$ cat config.mk
export PLATFORM = sky130hd
export DESIGN_NAME = inst_encoder
export DESIGN_NICKNAME = d
export VERILOG_FILES = /design/src/rtl/inst_enc_pkg.sv /design/src/rtl/inst_encoder_imm_range_chk.sv /design/src/rtl/inst_encoder.sv
export SDC_FILE = /design/constraint.sdc
export NUM_CORES = 1
export LEC_CHECK = 0
export ABC_AREA = 1
export ABC_CLOCK_PERIOD_IN_PS = 5000
export BUFFER_PORTS_ARGS = -buffer_cell sky130_fd_sc_hd__buf_2
export CAP_MARGIN = 20
export CORE_AREA = 2 2 106 108
export DETAILED_ROUTE_END_ITERATION = 12
export DIE_AREA = 0 0 108 110
export HOLD_SLACK_MARGIN = 0.02
export PLACE_DENSITY = 0.8
export SYNTH_ARGS = -nofsm -noshare
export SYNTH_HDL_FRONTEND = slang
export SYNTH_SLANG_ARGS = --single-unit
$ cat constraint.sdc
create_clock -name clk -period 5 [get_ports clk]
set_input_delay 0.75 -clock clk [delete_from_list [all_inputs] [get_ports clk]]
set_output_delay 0.75 -clock clk [all_outputs]
set_load 0.02 [all_outputs]
$ cat src/rtl/inst_enc_pkg.sv
// Shared types and constants for the RV32I instruction encoder.
// Optional U/J support is selected with the INST_ENCODER_UJ_EN macro (see imm_range_chk).
package inst_enc_pkg;

    typedef enum logic [2:0] {
        FMT_I = 3'd0,
        FMT_S = 3'd1,
        FMT_B = 3'd2,
        FMT_U = 3'd3,
        FMT_J = 3'd4
    } fmt_e;

    typedef struct packed {
        fmt_e               fmt;
        logic [6:0]         opcode;
        logic [4:0]         rd;
        logic [4:0]         rs1;
        logic [4:0]         rs2;
        logic [2:0]         funct3;
        logic [6:0]         funct7;
        logic signed [31:0] imm;
    } enc_req_t;

    localparam logic [31:0] NOP_INST = 32'h0000_0013;

    localparam logic [6:0] OP_IMM = 7'b0010011;
    localparam logic [6:0] STORE  = 7'b0100011;
    localparam logic [6:0] BRANCH = 7'b1100011;
    localparam logic [6:0] LUI    = 7'b0110111;
    localparam logic [6:0] JAL    = 7'b1101111;

endpackage

$ cat src/rtl/inst_encoder_imm_range_chk.sv
// Flags immediates that the selected instruction format cannot represent.
// U and J are legal only when INST_ENCODER_UJ_EN is defined.
module imm_range_chk
    import inst_enc_pkg::*;
(
    input  fmt_e               fmt,
    input  logic signed [31:0] imm,
    output logic               err
);

    always_comb begin
        err = 1'b1;
        case (fmt)
            FMT_I, FMT_S: err = (imm < -32'sd2048) || (imm > 32'sd2047);
            FMT_B:        err = (imm < -32'sd4096) || (imm > 32'sd4094) || imm[0];
`ifdef INST_ENCODER_UJ_EN
            FMT_U:        err = |imm[11:0];
            FMT_J:        err = (imm < -32'sd1048576) || (imm > 32'sd1048574) || imm[0];
`endif
            default:      err = 1'b1;
        endcase
    end

endmodule

$ cat src/rtl/inst_encoder.sv
// Two-stage valid/ready RV32I instruction encoder: S1 registers fields and range-checks, S2 packs.
// U/J encoding is enabled by defining INST_ENCODER_UJ_EN; otherwise they produce the NOP with out_err.
module inst_encoder
    import inst_enc_pkg::*;
#(
    parameter int COUNT_W = 16
) (
    input  logic               clk,
    input  logic               rst,
    input  logic               in_valid,
    output logic               in_ready,
    input  logic [2:0]         in_fmt,
    input  logic [6:0]         in_opcode,
    input  logic [4:0]         in_rd,
    input  logic [4:0]         in_rs1,
    input  logic [4:0]         in_rs2,
    input  logic [2:0]         in_funct3,
    input  logic [6:0]         in_funct7,
    input  logic [31:0]        in_imm,
    output logic               out_valid,
    input  logic               out_ready,
    output logic [31:0]        out_inst,
    output logic               out_err,
    output logic [COUNT_W-1:0] enc_count,
    output logic [COUNT_W-1:0] err_count
);

    enc_req_t    req_in;
    enc_req_t    req_p1;
    logic        vld_p1;
    logic        err_in;
    logic        err_p1;
    logic        s1_load;
    logic        s2_load;
    logic [31:0] word_p1;
    logic        unused_f7;

    assign req_in = '{fmt:    fmt_e'(in_fmt),
                      opcode: in_opcode,
                      rd:     in_rd,
                      rs1:    in_rs1,
                      rs2:    in_rs2,
                      funct3: in_funct3,
                      funct7: in_funct7,
                      imm:    in_imm};

    // funct7 is carried for a future R-type path but no supported format packs it
    assign unused_f7 = ^req_p1.funct7;

    assign s2_load  = !out_valid || out_ready;
    assign s1_load  = !vld_p1 || s2_load;
    assign in_ready = s1_load;

    imm_range_chk u_chk (
        .fmt (req_in.fmt),
        .imm (req_in.imm),
        .err (err_in)
    );

    always_comb begin
        word_p1 = NOP_INST;
        case (req_p1.fmt)
            FMT_I: word_p1 = {req_p1.imm[11:0], req_p1.rs1, req_p1.funct3, req_p1.rd, req_p1.opcode};
            FMT_S: word_p1 = {req_p1.imm[11:5], req_p1.rs2, req_p1.rs1, req_p1.funct3,
                              req_p1.imm[4:0], req_p1.opcode};
            FMT_B: word_p1 = {req_p1.imm[12], req_p1.imm[10:5], req_p1.rs2, req_p1.rs1,
                              req_p1.funct3, req_p1.imm[4:1], req_p1.imm[11], req_p1.opcode};
            FMT_U: word_p1 = {req_p1.imm[31:12], req_p1.rd, req_p1.opcode};
            FMT_J: word_p1 = {req_p1.imm[20], req_p1.imm[10:1], req_p1.imm[11],
                              req_p1.imm[19:12], req_p1.rd, req_p1.opcode};
            default: word_p1 = NOP_INST;
        endcase
        if (err_p1) word_p1 = NOP_INST;
    end

    // S1: capture request fields and the range-check verdict
    always_ff @(posedge clk or posedge rst) begin
        if (rst) begin
            vld_p1 <= 1'b0;
            req_p1 <= '0;
            err_p1 <= 1'b0;
        end else if (s1_load) begin
            vld_p1 <= in_valid;
            if (in_valid) begin
                req_p1 <= req_in;
                err_p1 <= err_in;
            end
        end
    end

    // S2: packed word held stable while the consumer stalls
    always_ff @(posedge clk or posedge rst) begin
        if (rst) begin
            out_valid <= 1'b0;
            out_inst  <= '0;
            out_err   <= 1'b0;
        end else if (s2_load) begin
            out_valid <= vld_p1;
            if (vld_p1) begin
                out_inst <= word_p1;
                out_err  <= err_p1;
            end
        end
    end

    // Output handshake counters
    always_ff @(posedge clk or posedge rst) begin
        if (rst) begin
            enc_count <= '0;
            err_count <= '0;
        end else if (out_valid && out_ready) begin
            enc_count <= enc_count + COUNT_W'(1);
            if (out_err) err_count <= err_count + COUNT_W'(1);
        end
    end

endmodule

==> Yosys cells after proc, flatten, opt, wreduce, memory -nomap -nowiden <==
Index checks and enable logic that the tools add are counted.
{ "word_totals": {"mem_bits_rw": 0, "word_cells": 43, "out_inout_bits": 67, "inputBits": 71, "latch_bits": 0, "register_bits": 128, "romBits": 0, "mem_count": 0} }
{ "classes": {"n_reduce_logical": 14, "order_cmp": 4, "bitwise_logic": 0, "n_mul": 0, "n_addsub": 2, "n_div": 0, "shift": 0, "eq_ne": 6, "n_mux": 3} }
{ "ops": {"columns": ["cell", "count"], "rows": [
  ["case mux 32 bit (5 select lines)", 1],
  ["adder 16 x 1 -> 16 bit, second input constant", 2],
  ["> comparator 32 x 12 -> 1 bit, second input constant", 1],
  ["> comparator 32 x 13 -> 1 bit, second input constant", 1],
  ["< comparator 32 x 12 -> 1 bit, second input constant", 1],
  ["< comparator 32 x 13 -> 1 bit, second input constant", 1],
  ["two-way mux 32 bit", 1],
  ["equality test 3 x 2 -> 1 bit, second input constant", 3],
  ["equality test 3 x 1 -> 1 bit, second input constant", 2],
  ["zero test 3 bit", 2],
  ["AND reduction 2 bit", 3],
  ["logical OR 1 bit", 5],
  ["equality test 3 bit, second input constant", 1],
  ["zero test 1 bit", 2],
  ["case mux 1 bit (2 select lines)", 1],
  ["OR reduction 2 bit", 1],
  ["logical AND 1 bit", 1]
]} }

==> Logic depth before layout (Yosys ltp) <==
{ "logic_depth": {"ltp_word": 4, "depth_mapped": 10, "mapped_depth_nobuf": 10} }

==> Hierarchy <==
From an unflattened synthesis, not the netlist that was laid out.
{ "unflattened": {"cells_unflattened": 635, "hier_area_um2": 5783.0} }
{ "modules_own_cells": {"columns": ["module", "cells_per_inst", "area_each_um2", "instances", "seq_area_each_um2"], "rows": [
  ["inst_encoder", 574, 5534.1, 1, 3203.1],
  ["imm_range_chk", 61, 249.0, 1, 0.0]
]} }

==> Worst setup path before layout <==
OpenSTA, ideal clock, no wires.
{ "synth_path": {"path_kind": "input port to flip-flop", "from": "input out_ready", "to": "register req_p1[12] in the netlist's numbering", "arrival_time_ns": 1.698, "setup_ns": 0.130, "stages": 6, "n_path_buf": 2, "path_slack_ns": 3.172, "t_required_ns": 4.870, "cell_sequence": "inv_1 > nand3_1 > nand2_1 > buf_4 > clkbuf_1 > o21ai_0"} }
{ "synth_between": {"elab_chain_cells": 3} }
{ "synth_lines": {"columns": ["element", "line_no", "rtl"], "rows": [
  ["from (decl)", "inst_encoder.sv:21", "input logic out_ready,"],
  ["logical OR 1 bit", "inst_encoder.sv:50", "assign s2_load = !out_valid || out_ready;"],
  ["logical OR 1 bit", "inst_encoder.sv:51", "assign s1_load = !vld_p1 || s2_load;"],
  ["via in_ready", "inst_encoder.sv:11", "output logic in_ready,"],
  ["AND reduction 2 bit (no source line)", null, null],
  ["to (signal assigned)", "inst_encoder.sv:85", "req_p1 <= req_in;"],
  ["to (decl)", "inst_encoder.sv:29", "enc_req_t req_p1;"]
]} }
The timed path passes the listed nets, and every way through them passes these cells.
A chain may end at the register's enable or synchronous reset.

==> Worst setup path in the final report <==
{ "layout_path": {"from": "register out_valid", "to": "register out_inst[22]"} }
{ "layout_between": {"elab_chain_cells": 3} }
{ "layout_lines": {"columns": ["element", "line_no", "rtl"], "rows": [
  ["from (decl)", "inst_encoder.sv:20", "output logic out_valid,"],
  ["from (signal assigned)", "inst_encoder.sv:98", "out_valid <= vld_p1;"],
  ["zero test 1 bit", "inst_encoder.sv:50", null],
  ["logical OR 1 bit", "inst_encoder.sv:50", null],
  ["AND reduction 2 bit (no source line)", null, null],
  ["to (signal assigned)", "inst_encoder.sv:100", "out_inst <= word_p1;"],
  ["to (decl)", "inst_encoder.sv:22", "output logic [31:0] out_inst,"]
]} }
No other way between the ends.

==> flow_metrics.py <==
metrics = {
    "status": {
        "run_status": "complete, no violations",
    },
    "place": {
        "port_buffers": 130,
        "preCtsSetupSlack_ns": 2.09,
        "routabilityCongestion": 0.882,
        "dp.final_hpwl_um": 9650,
    },
    "clock_tree": {
        "htree_levels": 4,
        "cts_sink_cnt": 128,
        "cts_max_path_buffers": 2,
        "cts_tree": "done",
        "cts_hold_buffers": 0,
        "cts-buffers-inserted": 17,
        "postCtsResizedCells": 0,
        "cts_root_buf": "clkbuf_8",
        "postCtsSetupRepairBufs": 0,
        "clk_latency_ns": 0.51,
        "cts.clk_slew.worst_paths_ns": 0.05,
    },
    "synthesis": {
        "mappedNetlistNets": 718,
        "synthesis.area_um2": 5720,
        "synth_top_cell_by_area": "dfrtp_1",
        "synth.distinct_cells": 35,
        "synth.top_cells.by_area": "dfrtp_1 (56%), nand2_1 (15%), o21ai_0 (3.9%)",
        "leading_register_cell_type_out_of_synthesis": "dfrtp_1",
        "count_of_flip_flops_with_a_built_in_enable_after_synthesis": 0,
        "postSynthRegisterBits": 128,
        "yosys.area.top_type_share": 0.560,
        "synthesis.area_per_instance_um2": 8.87,
        "ys.warnings.count": 0,
        "async_reset_ff_frac": 1.00,
        "netlist_instances": 645,
        "synth.yosys.seq_area_share": 0.560,
    },
    "power": {
        "vdd.ir_drop.worst_mv": 0.229,
        "cellLeakagePower_nw": 3.85,
        "power_density_nw_per_um2": 426,
        "total_power_w": 0.00300,
    },
    "global_route": {
        "grt_pass1_wl_um": 22300,
        "grt_overflow_total": 0,
        "grt_antenna_before_repair": 1,
        "grt_use_total": 0.243,
        "via_count_of_the_first_global_routing_pass": 4698,
        "maximum_number_of_pins_on_one_net_before_global_route_repair": 66,
    },
    "critical_path": {
        "start_kind": "flop",
        "r2r_cells": 6,
        "timing.critical_path.fanout_max": 33,
        "crit_chain": "nand2_1 -> nand2_2 -> nor2_1 -> o21ai_2 -> inv_1 -> a22o_1",
        "critical_path.endpoint_type": "flop",
        "cpMaxStageDelayCell": "nand2_2",
        "worstPathRequired_ns": 5.40,
        "crit_path_max_incr_delay_ns": 0.48,
        "criticalPathCategory": "flop to flop",
        "timing.critical_path.arrival_ns": 2.82,
    },
    "routing": {
        "drt.antenna.violating_nets": 0,
        "met2RoutedLength_um": 6650,
        "vias_per_cell": 5.17,
        "drt_iter0_drc": 469,
        "drt_drc_violations_left": 0,
        "drtPass1Iterations": 6,
        "routed-via-count": 4805,
        "wl_met1_um": 5780,
        "met3_wirelength_um": 965,
        "route.top_layer_used": "met5",
        "route.detailed.wl_per_inst_um": 14.6,
        "detail_route.wirelength_um": 13600,
    },
    "sta": {
        "worst_slew_margin_rel": 0.286,
        "report.final.setup_viol": 0,
        "maxClockFrequency_mhz": 412,
        "hold_violations": 0,
        "timing_max_transition_violations_final": 0,
        "layout_worst_path_cycle_share": 0.486,
        "final_critical_path_setup_slack_ns": 2.57,
        "timing_worst_slew_pin_value_ns": 1.07,
        "fin_tns_setup_ns": 0,
        "clock-skew-final_ns": 0.00622,
        "min_period_ns": 2.43,
        "rsz0062_at_grt": "false",
    },
    "min_path": {
        "hp-class": "input pin to async pin",
    },
    "die": {
        "die_y_um": 110,
        "core_region_area_um2": 10700,
        "die_area_um2": 11900,
        "placement_rows": 38,
        "die-width_um": 108,
        "initial_core_util": 0.535,
        "design.portCount": 138,
    },
    "final_layout": {
        "final_common_cell": "nand2_1",
        "area_occupied_by_multi_input_gates_um2": 2230,
        "fillers": 909,
        "regArea_um2": 3200,
        "utilization": 0.659,
        "mostFrequentLayoutCells": "nand2_1 (230), buf_2 (130), dfrtp_1 (128)",
        "finish.net_count": 852,
        "antenna-diode-count": 0,
        "fraction_of_layout_cells_with_a_size_suffix_above_1": 0.229,
        "area.growth.synth_to_final_pct": 23.2,
    },
    "run": {
        "max-cap-violations": 0,
    },
}
path summary, 6_finish.rpt:
kind | end | slack (ns) | startpoint
worst max-delay path | out_inst[22] | 2.57 | out_valid
worst min-delay path | enc_count[15] | 0.24 | rst
worst max register to register | out_inst[22] | 2.57 | out_valid
worst min register to register | err_count[15] | 0.47 | err_count[15]
max in group asynchronous | req_p1[46] | 3.60 | rst
min in group clk | req_p1[39] | 0.43 | in_funct3[0]
cell usage after synthesis, types with 2 or more instances:
library cell / number
a22oi_1: 21
ha_1: 2
o21ai_0: 45
xnor2_1: 12
o22a_1: 3
a21o_1: 3
nor3_1: 3
a22o_1: 5
nand3_1: 16
xor2_1: 17
nand2_1: 231
clkbuf_1: 6
buf_2: 11
nand2_4: 2
nor2_1: 48
nand2_2: 3
dfrtp_1: 128
nor2_4: 5
a21oi_1: 8
o22ai_1: 2
inv_1: 53
nand4_1: 8
critical path, delay by kind of cell, from the launching register on:
family / cells / cell delay (ns)
AOI/OAI and AO/OA: 2 / 0.75
buffers and inverters: 1 / 0.34
DFF: 1 / 0.43
and+or+nand+nor: 3 / 0.78
cell families after synthesis:
family / synth area share
simple gates: 0.243
flops: 0.560
compound gates: 0.0967
buf+inv: 0.0514
xor+xnor: 0.0444
fa+ha+maj: 0.00437
routing by layer:
metal | up-vias | GRT usage
li1 | 2332 | -
met1 | 2267 | 0.314
met2 | 181 | 0.407
met3 | 23 | 0.0647
met4 | 2 | 0.0696
met5 | - | 0
stage by stage:
step                hold slack, ns  cells  cell area (µm²)
global route                 0.253    929             7050
floorplan                    0.449    645             5720
global placement             0.459    900             6490
detailed placement           0.466    900             6490
finish                       0.239    929             7050
CTS                          0.235    929             7050
power breakdown:
group          switching (W)  leakage (nW)  internal [W]  total, W
Combinational       0.000354          1.95      0.000181  0.000535
Sequential          0.000126          1.63       0.00117   0.00130
Clock               0.000413         0.276      0.000751   0.00116
Total               0.000893          3.85       0.00211   0.00300
area by class of cell:
cell class / instances / area share
clock buffer: 23 / 0.0676
multi-input combinational: 444 / 0.316
clock inverter: 6 / 0.0117
inverter: 55 / 0.0300
tap: 140 / 0.0249
sequential: 128 / 0.454
timing repair buffer: 133 / 0.0955
state kept, by name, indices dropped and copies added (netlist names):
register,count
out_err,1
vld_p1,1
out_inst,32
out_valid,1
err_count,16
req_p1,60
err_p1,1
enc_count,16
No activity file was read; power rests on OpenSTA's default activity.
